[config.mk]
export PLATFORM = sky130hd
export DESIGN_NAME = ula_seq_flat
export DESIGN_NICKNAME = d
export VERILOG_FILES = /design/src/rtl/ula_seq_if.sv /design/src/rtl/ula_seq.sv /design/src/flat_wrapper.sv
export SDC_FILE = /design/constraint.sdc
export NUM_CORES = 1
export LEC_CHECK = 0
export BUFFER_PORTS_ARGS = -buffer_cell sky130_fd_sc_hd__buf_4
export CAP_MARGIN = 20
export CORE_ASPECT_RATIO = 1.1
export CORE_MARGIN = 1
export CORE_UTILIZATION = 57
export DETAILED_ROUTE_END_ITERATION = 10
export PLACE_DENSITY = 0.8
export SLEW_MARGIN = 25
export SYNTH_ARGS = -nofsm -noshare
export SYNTH_HDL_FRONTEND = slang
export SYNTH_SLANG_ARGS = --single-unit
export TNS_END_PERCENT = 10
[constraint.sdc]
create_clock -name clk -period 0.8 [get_ports clk]
set_input_delay 0.04 -clock clk [delete_from_list [all_inputs] [get_ports clk]]
set_output_delay 0.04 -clock clk [all_outputs]
set_load 0.1 [all_outputs]
[src/rtl/ula_seq_if.sv]
`default_nettype none
// ============================================================================
//  Module   : ula_seq_if
//  Purpose  : Handshake/operand/result bundle between the control FSM
//             (master) and the registered ALU ula_seq (slave).
//  Signals  : start, sel[3:0], data_in_1, data_in_2   (master -> slave)
//             data_out, nz_out[1:0], c_out, v_out,
//             busy, done                               (slave -> master)
//  Revision : 1.0  initial release
// ============================================================================
interface ula_seq_if #(
  parameter int DATA_WIDTH = 8
);
  logic                  start;
  logic [3:0]            sel;
  logic [DATA_WIDTH-1:0] data_in_1;
  logic [DATA_WIDTH-1:0] data_in_2;
  logic [DATA_WIDTH-1:0] data_out;
  logic [1:0]            nz_out;
  logic                  c_out;
  logic                  v_out;
  logic                  busy;
  logic                  done;

  modport master (
    output start, sel, data_in_1, data_in_2,
    input  data_out, nz_out, c_out, v_out, busy, done
  );

  modport slave (
    input  start, sel, data_in_1, data_in_2,
    output data_out, nz_out, c_out, v_out, busy, done
  );
endinterface
`default_nettype wire

[src/rtl/ula_seq.sv]
`default_nettype none
// ============================================================================
//  Module   : ula_seq
//  Purpose  : Registered Neander ALU with start/done handshake, 4-bit opcode
//             (ADD AND OR NOT LDA SUB SHL SHR [MUL]) and N/Z/C/V flags.
//  Ports    : clk        system clock (rising edge)
//             rst_n      asynchronous active-low reset
//             bus        ula_seq_if.slave: start, sel, data_in_1 (A),
//                        data_in_2 (B) in; data_out, nz_out {N,Z}, c_out,
//                        v_out, busy, done out
//  Options  : ULA_MUL_EN  compiles in the iterative shift-add multiplier
//             (sel=1000). Without it sel=1000 acts as LDA and busy is 0.
//  Revision : 1.0  initial release
// ============================================================================
module ula_seq #(
  parameter int DATA_WIDTH = 8
) (
  input logic      clk,
  input logic      rst_n,
  ula_seq_if.slave bus
);

  localparam logic [3:0] OP_ADD = 4'b0000;
  localparam logic [3:0] OP_AND = 4'b0001;
  localparam logic [3:0] OP_OR  = 4'b0010;
  localparam logic [3:0] OP_NOT = 4'b0011;
  localparam logic [3:0] OP_SUB = 4'b0101;
  localparam logic [3:0] OP_SHL = 4'b0110;
  localparam logic [3:0] OP_SHR = 4'b0111;

  localparam int MSB = DATA_WIDTH - 1;

  // ---------------- single-cycle ALU ----------------
  logic [DATA_WIDTH:0]   w_sum;
  logic [DATA_WIDTH:0]   w_dif;
  logic [DATA_WIDTH-1:0] w_res;
  logic                  w_c;
  logic                  w_v;

  always_comb begin
    w_sum = {1'b0, bus.data_in_1} + {1'b0, bus.data_in_2};
    // Subtraction as A + ~B + 1 so the carry out means "no borrow".
    w_dif = {1'b0, bus.data_in_1} + {1'b0, ~bus.data_in_2} + {{DATA_WIDTH{1'b0}}, 1'b1};
    w_res = bus.data_in_2;
    w_c   = 1'b0;
    w_v   = 1'b0;
    case (bus.sel)
      OP_ADD: begin
        w_res = w_sum[MSB:0];
        w_c   = w_sum[DATA_WIDTH];
        w_v   = (bus.data_in_1[MSB] == bus.data_in_2[MSB]) &&
                (w_sum[MSB] != bus.data_in_1[MSB]);
      end
      OP_AND: w_res = bus.data_in_1 & bus.data_in_2;
      OP_OR:  w_res = bus.data_in_1 | bus.data_in_2;
      OP_NOT: w_res = ~bus.data_in_1;
      OP_SUB: begin
        w_res = w_dif[MSB:0];
        w_c   = w_dif[DATA_WIDTH];
        w_v   = (bus.data_in_1[MSB] != bus.data_in_2[MSB]) &&
                (w_dif[MSB] != bus.data_in_1[MSB]);
      end
      OP_SHL: begin
        w_res = {bus.data_in_1[MSB-1:0], 1'b0};
        w_c   = bus.data_in_1[MSB];
      end
      OP_SHR: begin
        w_res = {1'b0, bus.data_in_1[MSB:1]};
        w_c   = bus.data_in_1[0];
      end
      default: w_res = bus.data_in_2;   // LDA, and every unused opcode
    endcase
  end

  // Result-register write port, driven by whichever path completes an op.
  logic                  w_load;
  logic [DATA_WIDTH-1:0] w_load_res;
  logic                  w_load_c;
  logic                  w_load_v;
  logic                  w_busy_nxt;

  logic [DATA_WIDTH-1:0] r_data;
  logic [1:0]            r_nz;
  logic                  r_c;
  logic                  r_v;
  logic                  r_done;
  logic                  r_busy;

`ifdef ULA_MUL_EN
  localparam logic [3:0] OP_MUL = 4'b1000;
  localparam int         CNT_W  = $clog2(DATA_WIDTH + 1);

  typedef enum logic [0:0] {S_IDLE = 1'b0, S_MUL = 1'b1} state_t;

  state_t                  r_state, w_state_nxt;
  logic [2*DATA_WIDTH-1:0] r_a, w_a_nxt;      // multiplicand, shifts left
  logic [DATA_WIDTH-1:0]   r_b, w_b_nxt;      // multiplier, shifts right
  logic [2*DATA_WIDTH-1:0] r_acc, w_acc_nxt;
  logic [2*DATA_WIDTH-1:0] w_acc_add;
  logic [CNT_W-1:0]        r_cnt, w_cnt_nxt;

  always_ff @(posedge clk or negedge rst_n) begin
    if (!rst_n) begin
      r_state <= S_IDLE;
      r_a     <= '0;
      r_b     <= '0;
      r_acc   <= '0;
      r_cnt   <= '0;
    end else begin
      r_state <= w_state_nxt;
      r_a     <= w_a_nxt;
      r_b     <= w_b_nxt;
      r_acc   <= w_acc_nxt;
      r_cnt   <= w_cnt_nxt;
    end
  end

  always_comb begin
    w_state_nxt = r_state;
    w_a_nxt     = r_a;
    w_b_nxt     = r_b;
    w_acc_nxt   = r_acc;
    w_cnt_nxt   = r_cnt;
    w_load      = 1'b0;
    w_load_res  = w_res;
    w_load_c    = w_c;
    w_load_v    = w_v;
    w_busy_nxt  = 1'b0;
    w_acc_add   = r_acc + (r_b[0] ? r_a : '0);
    case (r_state)
      S_IDLE: begin
        if (bus.start) begin
          if (bus.sel == OP_MUL) begin
            w_state_nxt = S_MUL;
            w_a_nxt     = {{DATA_WIDTH{1'b0}}, bus.data_in_1};
            w_b_nxt     = bus.data_in_2;
            w_acc_nxt   = '0;
            w_cnt_nxt   = CNT_W'(DATA_WIDTH);
            w_busy_nxt  = 1'b1;
          end else begin
            w_load = 1'b1;
          end
        end
      end
      S_MUL: begin
        // start is deliberately not looked at here, even on the last step.
        w_acc_nxt  = w_acc_add;
        w_a_nxt    = r_a << 1;
        w_b_nxt    = r_b >> 1;
        w_cnt_nxt  = r_cnt - CNT_W'(1);
        w_busy_nxt = 1'b1;
        if (r_cnt == CNT_W'(1)) begin
          w_state_nxt = S_IDLE;
          w_busy_nxt  = 1'b0;
          w_load      = 1'b1;
          w_load_res  = w_acc_add[MSB:0];
          w_load_c    = |w_acc_add[2*DATA_WIDTH-1:DATA_WIDTH];
          w_load_v    = 1'b0;
        end
      end
      default: w_state_nxt = S_IDLE;
    endcase
  end
`else
  always_comb begin
    w_load     = bus.start;
    w_load_res = w_res;
    w_load_c   = w_c;
    w_load_v   = w_v;
    w_busy_nxt = 1'b0;
  end
`endif

  // ---------------- result / flag registers ----------------
  always_ff @(posedge clk or negedge rst_n) begin
    if (!rst_n) begin
      r_data <= '0;
      r_nz   <= 2'b00;
      r_c    <= 1'b0;
      r_v    <= 1'b0;
      r_done <= 1'b0;
      r_busy <= 1'b0;
    end else begin
      r_done <= w_load;
      r_busy <= w_busy_nxt;
      if (w_load) begin
        r_data <= w_load_res;
        r_nz   <= {w_load_res[MSB], ~|w_load_res};
        r_c    <= w_load_c;
        r_v    <= w_load_v;
      end
    end
  end

  assign bus.data_out = r_data;
  assign bus.nz_out   = r_nz;
  assign bus.c_out    = r_c;
  assign bus.v_out    = r_v;
  assign bus.done     = r_done;
  assign bus.busy     = r_busy;

endmodule
`default_nettype wire
[src/flat_wrapper.sv]
// flat-port wrapper written by rule: the top's interface ports become plain ports
module ula_seq_flat 
#(
  parameter int DATA_WIDTH = 8
)
  (clk, rst_n, bus_start, bus_sel, bus_data_in_1, bus_data_in_2, bus_data_out, bus_nz_out, bus_c_out, bus_v_out, bus_busy, bus_done);
  ula_seq_if #(.DATA_WIDTH(DATA_WIDTH)) bus_i ();
  input logic clk;
  input logic rst_n;
  input wire logic [$bits(bus_i.start)-1:0] bus_start;
  input wire logic [$bits(bus_i.sel)-1:0] bus_sel;
  input wire logic [$bits(bus_i.data_in_1)-1:0] bus_data_in_1;
  input wire logic [$bits(bus_i.data_in_2)-1:0] bus_data_in_2;
  output wire logic [$bits(bus_i.data_out)-1:0] bus_data_out;
  output wire logic [$bits(bus_i.nz_out)-1:0] bus_nz_out;
  output wire logic [$bits(bus_i.c_out)-1:0] bus_c_out;
  output wire logic [$bits(bus_i.v_out)-1:0] bus_v_out;
  output wire logic [$bits(bus_i.busy)-1:0] bus_busy;
  output wire logic [$bits(bus_i.done)-1:0] bus_done;
  assign bus_i.start = bus_start;
  assign bus_i.sel = bus_sel;
  assign bus_i.data_in_1 = bus_data_in_1;
  assign bus_i.data_in_2 = bus_data_in_2;
  assign bus_data_out = bus_i.data_out;
  assign bus_nz_out = bus_i.nz_out;
  assign bus_c_out = bus_i.c_out;
  assign bus_v_out = bus_i.v_out;
  assign bus_busy = bus_i.busy;
  assign bus_done = bus_i.done;
  ula_seq #(.DATA_WIDTH(DATA_WIDTH)) u_core (.clk(clk), .rst_n(rst_n), .bus(bus_i));
endmodule
==> results of run 1 <==
## logic make-up after synthesis
group | count (synthesis) | share of synthesized area, %
other cells | 1 | 0.190
fa+ha+maj | 27 | 17.9
xor+xnor | 3 | 1.33
flops | 12 | 15.2
simple gates | 68 | 17.2
compound gates | 73 | 26.4
mux | 22 | 12.4
buf+inv | 40 | 9.32
## cells in the mapped netlist (2+ instances only)
cell type,instances,share of area [%]
o221ai_1,2,0.89
nor2b_1,5,1.6
fa_1,2,2.0
o21bai_1,2,0.76
buf_4,3,1.1
a21oi_2,2,0.89
ha_1,25,16
a21oi_1,22,5.6
xnor2_1,3,1.3
and2_1,2,0.63
o21ai_0,7,1.8
nor3_1,6,1.5
a41o_1,2,1.0
inv_1,25,4.8
o22ai_1,3,0.95
o2bb2ai_1,2,0.89
a31oi_1,2,0.63
a221oi_1,3,1.3
nor4_1,2,0.63
nand2_1,11,2.1
nand2b_1,6,1.9
nand3_1,4,1.0
mux2_2,6,3.4
buf_6,2,1.1
mux2i_1,15,7.6
buf_2,6,1.5
a21o_1,5,1.9
nor2_1,24,4.6
dfrtp_1,12,15
clkbuf_1,3,0.57
a22oi_1,3,1.1
a211oi_1,5,1.9
## through the flow
step	instances	instance area [sq um]	setup slack (ps)	hold WS (ps)	setup TNS [ps]
floorplan	246	2010	-1160	-256	-11660
global placement	405	2940	-1420	-117	-12790
detailed placement	405	2940	-1710	-109	-13810
==> impl_metrics.toml, run 1 <==
[clocking]
cts_hold_buf = 2
cts_resized = 69
postCtsSetupRepairBufs = 4
cts_buffer_depth = 2
root_buffer = "clkbuf_4"
cts_buffers = 3
htreeDepth = 1
clock_sinks = 12

[run_status]
firstError = "[ERROR DPL-0033] detailed placement checks failed during check placement."
status = "aborted with a tool error"
stop_stage = "4_1_cts"

[die]
start_util_pct = 59.2
rows = 22
die_h_um = 63.7
ioPinCount = 37
chipWidth_um = 58.1

[yosys]
ys_seq_area_share_pct = 15.2
ys_ff_latch = 12
synth_ff_type = "dfrtp_1"
async_flop_share_pct = 100
netlist_area_sq_um = 1970
syn_nets = 296
avgSynthCellArea_sq_um = 8.02
postSynthCellCount = 246
ys_warn_count = 0
synth-edff-count = 0
synth_cell_type_count = 56

[placement]
gp_congestion = 1.02
hpwl_um = 5790
port_buffers = 35
==> run 2, diff against run 1 <==
Settings changed: CORE_ASPECT_RATIO 1.1 to default, CORE_UTILIZATION 57 to 40, PLACE_DENSITY 0.8 to default, PLACE_DENSITY_LB_ADDON from default to 0.15.
==> run 2 against run 1 <==
- the flow now finishes, with violations (setup timing)
- area after synthesis unchanged
- synthesized cell count is the same
==> impl_metrics.toml, run 2 <==
[run_status]
status = "finished with violations"
violations = "setup timing"

[drt]
drt_iter0_markers = 126
drc = 0
ant_nets = 0
routedWlPerCell_um = 15.8
drt_pass1_iterations = 4
wl_um = 6790
vias = 2301
via_per_inst = 5.35

[worst_setup_path]
crit_path_cell_trace = "buf_12, inv_12, ha_4, inv_2, fa_2, nand2b_1, o2bb2ai_2, o311a_1, a21o_1, o21ai_2, a21oi_2, o41ai_2"
path_delay_family = "compound AO/OA/AOI/OAI gates"
rrSetupSlack_ps = -10
slowest_delay_ps = 330
start_kind = "primary input"
cpMaxStageDelayCell = "o41ai_2"
cp_max_fo = 3
crit_type = "primary input to flop"
crit_required_ps = 950
critPathArrivalTime_ps = 1870
endpoint_kind = "flop"
worst-path-buf-inv = 3

[yosys]
synth_top_area_cell = "ha_1"
synth_compound_area_share_pct = 26.4
ys_ff_latch = 12
synth_ff_type = "dfrtp_1"
synth.area.mux_share_pct = 12.4
syn_nets = 296
synthTopCellsByArea = "ha_1 (16%), dfrtp_1 (15%), mux2i_1 (7.6%)"
synth_simple_gate_area_share_pct = 17.2
synth.top_cell.area_share_pct = 15.9
synthAdderAreaFrac_pct = 17.9
synthTopCellsByCount = "ha_1 (25), inv_1 (25), nor2_1 (24), a21oi_1 (22), mux2i_1 (15)"
avgSynthCellArea_sq_um = 8.02
postSynthCellCount = 246
synth_top_family_by_area = "compound AO/OA/AOI/OAI gates"
ys_warn_count = 0
synth-edff-count = 0
ys_seq_area_share_pct = 15.2
async_flop_share_pct = 100
synth_cell_type_count = 56
netlist_area_sq_um = 1970
synth-xor-area-share_pct = 1.33

[sta]
fmax_mhz = 579
slew_viol_final = 0
hold_viol_final = 0
setup_tns_ps = -9680
grt_setup_unrepaired = "yes"
fin_skew_ps = 0
period_share_pct = 216
finalSetupViolations = 24
period_needed_ps = 1730
finalWorstSetupSlack_ps = -928

[cells_and_area]
fin_util_pct = 72.7
fin_cells = 430
largest_reg_flops = 8
stdcell_area_sq_um = 3430
final_common_cell = "buf_4"
final_cell_mix = "buf_4 (104), nor2_1 (24), inv_1 (18)"
diodes = 0
area_growth_pct = 73.9
nets = 414
drive_gt1_share_pct = 49.9

[placement]
hpwl_um = 5240
dpl-instance-area_sq_um = 2990
port_buffers = 35
gp_congestion = 0.908
post-place-cells = 423

[die]
die_h_um = 72.2
ioPinCount = 37
rows = 25
chipWidth_um = 72.2
die_area_sq_um = 5220
core_sq_um = 4720
start_util_pct = 41.8

[job]
maxCapViolations = 0

[clocking]
root_buffer = "clkbuf_8"
cts_tree = "yes"
clock_sinks = 12
clk_pin_slew_ps = 60
htreeDepth = 1
cts_buffer_depth = 2
clk_latency_ps = 240
cts_buffers = 3

[global_route]
grt_pass1_wl_um = 10700
antenna_found_initial = 0
grt_max_degree = 13
overflow = 0
gr-usage-all-layers_pct = 26.1
grt_pass1_vias = 2317

[power_and_ir_drop]
ir_worst_vdd_mv = 1.02
powerDensity_nw_per_um2 = 1220
cellLeakagePower_nw = 1.67

[min_path]
min_path_type = "primary input to flop"
-- run 2: cell counts after synthesis --
No cell type changed its count.
-- run 2: kinds of logic (layout without fill, tap and decap cells) --
family                   after synthesis  after routing
other                                  1              1
XOR/XNOR                               3              3
AND/OR/NAND/NOR                       68             68
adder cells (fa/ha/maj)               27             27
buffers and inverters                 40            157
multiplexers                          22             22
flip-flops                            12             12
AO/OA/AOI/OAI                         73             73
-- run 2: stage by stage --
| stage | power, mW | setup WS (ps) | hold slack [ps] |
|---|---|---|---|
| 2_1_floorplan | 2.17 | -1160 | -256 |
| 3_3_place_gp | 3.06 | -1430 | -115 |
| 3_5_place_dp | 3.08 | -1460 | -114 |
| 4_1_cts | 4.10 | -1030 | 20.2 |
| 5_1_grt | 4.40 | -1020 | 20.3 |
| 6_report | 4.20 | -928 | 24.1 |
-- run 2: where the power goes --
group          switching, mW  leakage (nW)  internal (mW)
clock                  0.246        0.0288          0.436
sequential            0.0866         0.142          0.685
combinational           1.53          1.50           1.22
-- run 2: layout make-up --
cell class | count | area [sq um]
Clock buffer | 4 | 55.1
Fill cell | 347 | 1290
Inverter | 25 | 111
Multi-Input combinational cell | 194 | 1700
Sequential cell | 12 | 300
Tap cell | 67 | 83.8
Timing Repair Buffer | 128 | 1180
-- run 2: routing by layer --
metal	routed length, um	GRT usage [%]
met5	0	0
met2	3420	46.7
met3	363	3.06
met4	104	6.10
met1	2900	33.5
-- run 2: repair_timing --
action                     in CTS  in global routing
hold endpoints to repair       12                  0
hold buffers                    1                  0
buffers inserted                3                  0
gates resized for setup        66                 18
setup endpoints to repair      24                 24
pin swaps                      20                  6
-- run 2: final timing paths --
path                                                     from  cells past startpoint                            endpoint
max                                          bus_data_in_1[0]                     12    u_core.bus.nz_out[0]$_DFFE_PN0P_
min                                                 bus_start                      1           u_core.bus.done$_DFF_PN0_
max reg2reg                u_core.bus.data_out[5]$_DFFE_PN0P_                      1  u_core.bus.data_out[5]$_DFFE_PN0P_
min reg2reg                  u_core.bus.nz_out[0]$_DFFE_PN0P_                      2    u_core.bus.nz_out[0]$_DFFE_PN0P_
max in group asynchronous                               rst_n                      2        u_core.bus.c_out$_DFFE_PN0P_
min in group asynchronous                               rst_n                      2  u_core.bus.data_out[0]$_DFFE_PN0P_
Note: power is estimated with default switching activity, not from simulation.
==> run 3, diff against run 2 <==
Settings changed: PLACE_DENSITY from default to 0.61, PLACE_DENSITY_LB_ADDON 0.15 to default.
==> run 3 against run 2 <==
- the run still ends with setup timing left
- final area fell by 2.0%
- global-route usage fell by 0.15 points
- via count fell by 1.0%
- cell count fell by 1.4%
- setup slack got worse by 120 ps
- non-clock buffer count fell by 6
- largest power group unchanged
- highest routed layer unchanged
==> impl_metrics.toml, run 3 (same netlist as run 2, synthesis figures left out) <==
[sta]
slew_viol_final = 0
hold_viol_final = 0
grt_setup_unrepaired = "yes"
period_needed_ps = 1850
finalSetupViolations = 24
fin_skew_ps = 0
period_share_pct = 231
fmax_mhz = 541
finalWorstSetupSlack_ps = -1050

[run_status]
violations = "setup timing"
status = "finished with violations"

[placement]
hpwl_um = 5060
port_buffers = 35
post-place-cells = 416
place_ws_ps = -1470
gp_congestion = 0.901

[die]
core_sq_um = 4720
chipWidth_um = 72.2
rows = 25
die_area_sq_um = 5220
ioPinCount = 37
start_util_pct = 41.8
die_h_um = 72.2

[global_route]
overflow = 0
grt_pass1_wl_um = 10700
grt_max_degree = 14
gr-usage-all-layers_pct = 26.0
antenna_found_initial = 0
grt_pass1_vias = 2309

[min_path]
worstHoldEndpoint = "u_core.bus.done$_DFF_PN0_"
worst_hold_path.num_cells = 1
hold_start = "bus_start"
min_path_type = "primary input to flop"

[worst_setup_path]
crit_type = "primary input to flop"
reg2reg_from = "u_core.bus.data_out[7]$_DFFE_PN0P_"
critPathArrivalTime_ps = 1990
crit_required_ps = 940
cp_max_fo = 3
endpoint_kind = "flop"
start_kind = "primary input"
reg2reg_depth = 1
r2r-end = "u_core.bus.data_out[7]$_DFFE_PN0P_"
rrSetupSlack_ps = -30

[cells_and_area]
nFillCells = 361
drive_gt1_share_pct = 48.5
final_cell_mix = "buf_4 (101), nor2_1 (23), inv_1 (19), ha_1 (19)"
fin_cells = 424
final_common_cell = "buf_4"
nets = 408
largest_reg_flops = 8
diodes = 0
area_growth_pct = 70.5

[clocking]
cts_buffers = 3
cts_buffer_depth = 2
root_buffer = "clkbuf_8"
clk_pin_slew_ps = 50
clk_latency_ps = 240
htreeDepth = 1
clock_sinks = 12
cts_tree = "yes"

[power_and_ir_drop]
clkPwrFrac_pct = 15.9
ir_worst_vdd_mv = 0.945
power.switching_mw = 1.83
intPower_mw = 2.32
cellLeakagePower_nw = 1.64
swShare_pct = 44.1
powerDensity_nw_per_um2 = 1230
pwr-share-comb_pct = 65.4
power_frac_seq_pct = 18.6

[drt]
ant_nets = 0
wl_um = 6590
drt_iter0_markers = 121
vias = 2277
routedWlPerCell_um = 15.5
drt_pass1_iterations = 4
drc = 0
via_per_inst = 5.37

[job]
maxCapViolations = 0
==> run 3: changes by cell type in the layout (fill, tap and decap cells not counted), sizes merged <==
cell and delta:
buf -6
==> run 3: through the flow <==
stage | hold slack (ps) | TNS (ps) | instance area (sq um) | power, mW | utilization (%)
final | 35.1 | -10450 | 3360 | 4.14 | 71.2
after detailed placement | -114 | -13300 | 2930 | 3.03 | 61.9
after floorplan | -256 | -11660 | 2010 | 2.17 | -
after global routing | 26.0 | -11480 | 3360 | 4.35 | 71.2
after CTS | 25.9 | -10260 | 3300 | 4.04 | 69.9
after global placement | -115 | -13030 | 2930 | 3.00 | 61.9
==> run 3: power groups by stage <==
stage                     clock, mW  sequential (mW)  combinational [mW]
final                         0.661            0.772                2.71
after global routing          0.709            0.781                2.86
after CTS                     0.666            0.765                2.61
after detailed placement          0            0.737                2.30
after global placement            0            0.735                2.27
after floorplan                   0             1.30               0.866
==> run 3: timing repair <==
action	in CTS	in global routing
pin swaps	16	7
endpoints found under the setup margin	24	24
gates resized for setup	66	13
hold endpoints to repair	12	0
hold buffers	1	0
buffers inserted	2	2
cloned	0	0
==> run 3: layout make-up <==
class                   instances  area [sq um]  area share [%]
clock buffers                   4          55.1            1.64
well taps                      67          83.8            2.49
inverters                      25           109            3.24
repair buffers                122          1120            33.3
multi-input cells             194          1700            50.4
flip-flops and latches         12           300            8.93
==> run 3: critical path, cell delays in order <==
cell and delay, ps:
buf_4 110, inv_4 50, buf_4 140, fa_2 570, nor2b_1 150, a21oi_1 70, o21ai_1 160, a21oi_2 100
nor3_2 150, nand4_1 110, o41ai_2 340
==> run 3: worst max-delay path by stage <==
stage                startpoint                               end  slack (ps)  cells past startpoint
4_1_cts        bus_data_in_1[0]  u_core.bus.nz_out[0]$_DFFE_PN0P_       -1040                     12
5_1_grt        bus_data_in_1[0]  u_core.bus.nz_out[0]$_DFFE_PN0P_       -1180                     12
6_report       bus_data_in_2[1]  u_core.bus.nz_out[0]$_DFFE_PN0P_       -1050                     11
3_5_place_dp   bus_data_in_1[0]  u_core.bus.nz_out[0]$_DFFE_PN0P_       -1470                     12
3_3_place_gp   bus_data_in_2[1]  u_core.bus.nz_out[0]$_DFFE_PN0P_       -1410                     10
2_1_floorplan  bus_data_in_1[0]  u_core.bus.nz_out[0]$_DFFE_PN0P_       -1160                     11
==> run 3: layer usage <==
| layer | vias to the layer above | wire length (um) | track usage (%) |
|---|---|---|---|
| li1 | 1112 | - | - |
| met1 | 1081 | 2900 | 33.7 |
| met2 | 78 | 3320 | 46.2 |
| met3 | 6 | 321 | 3.33 |
| met4 | 0 | 47 | 5.01 |
| met5 | - | 0 | 0 |
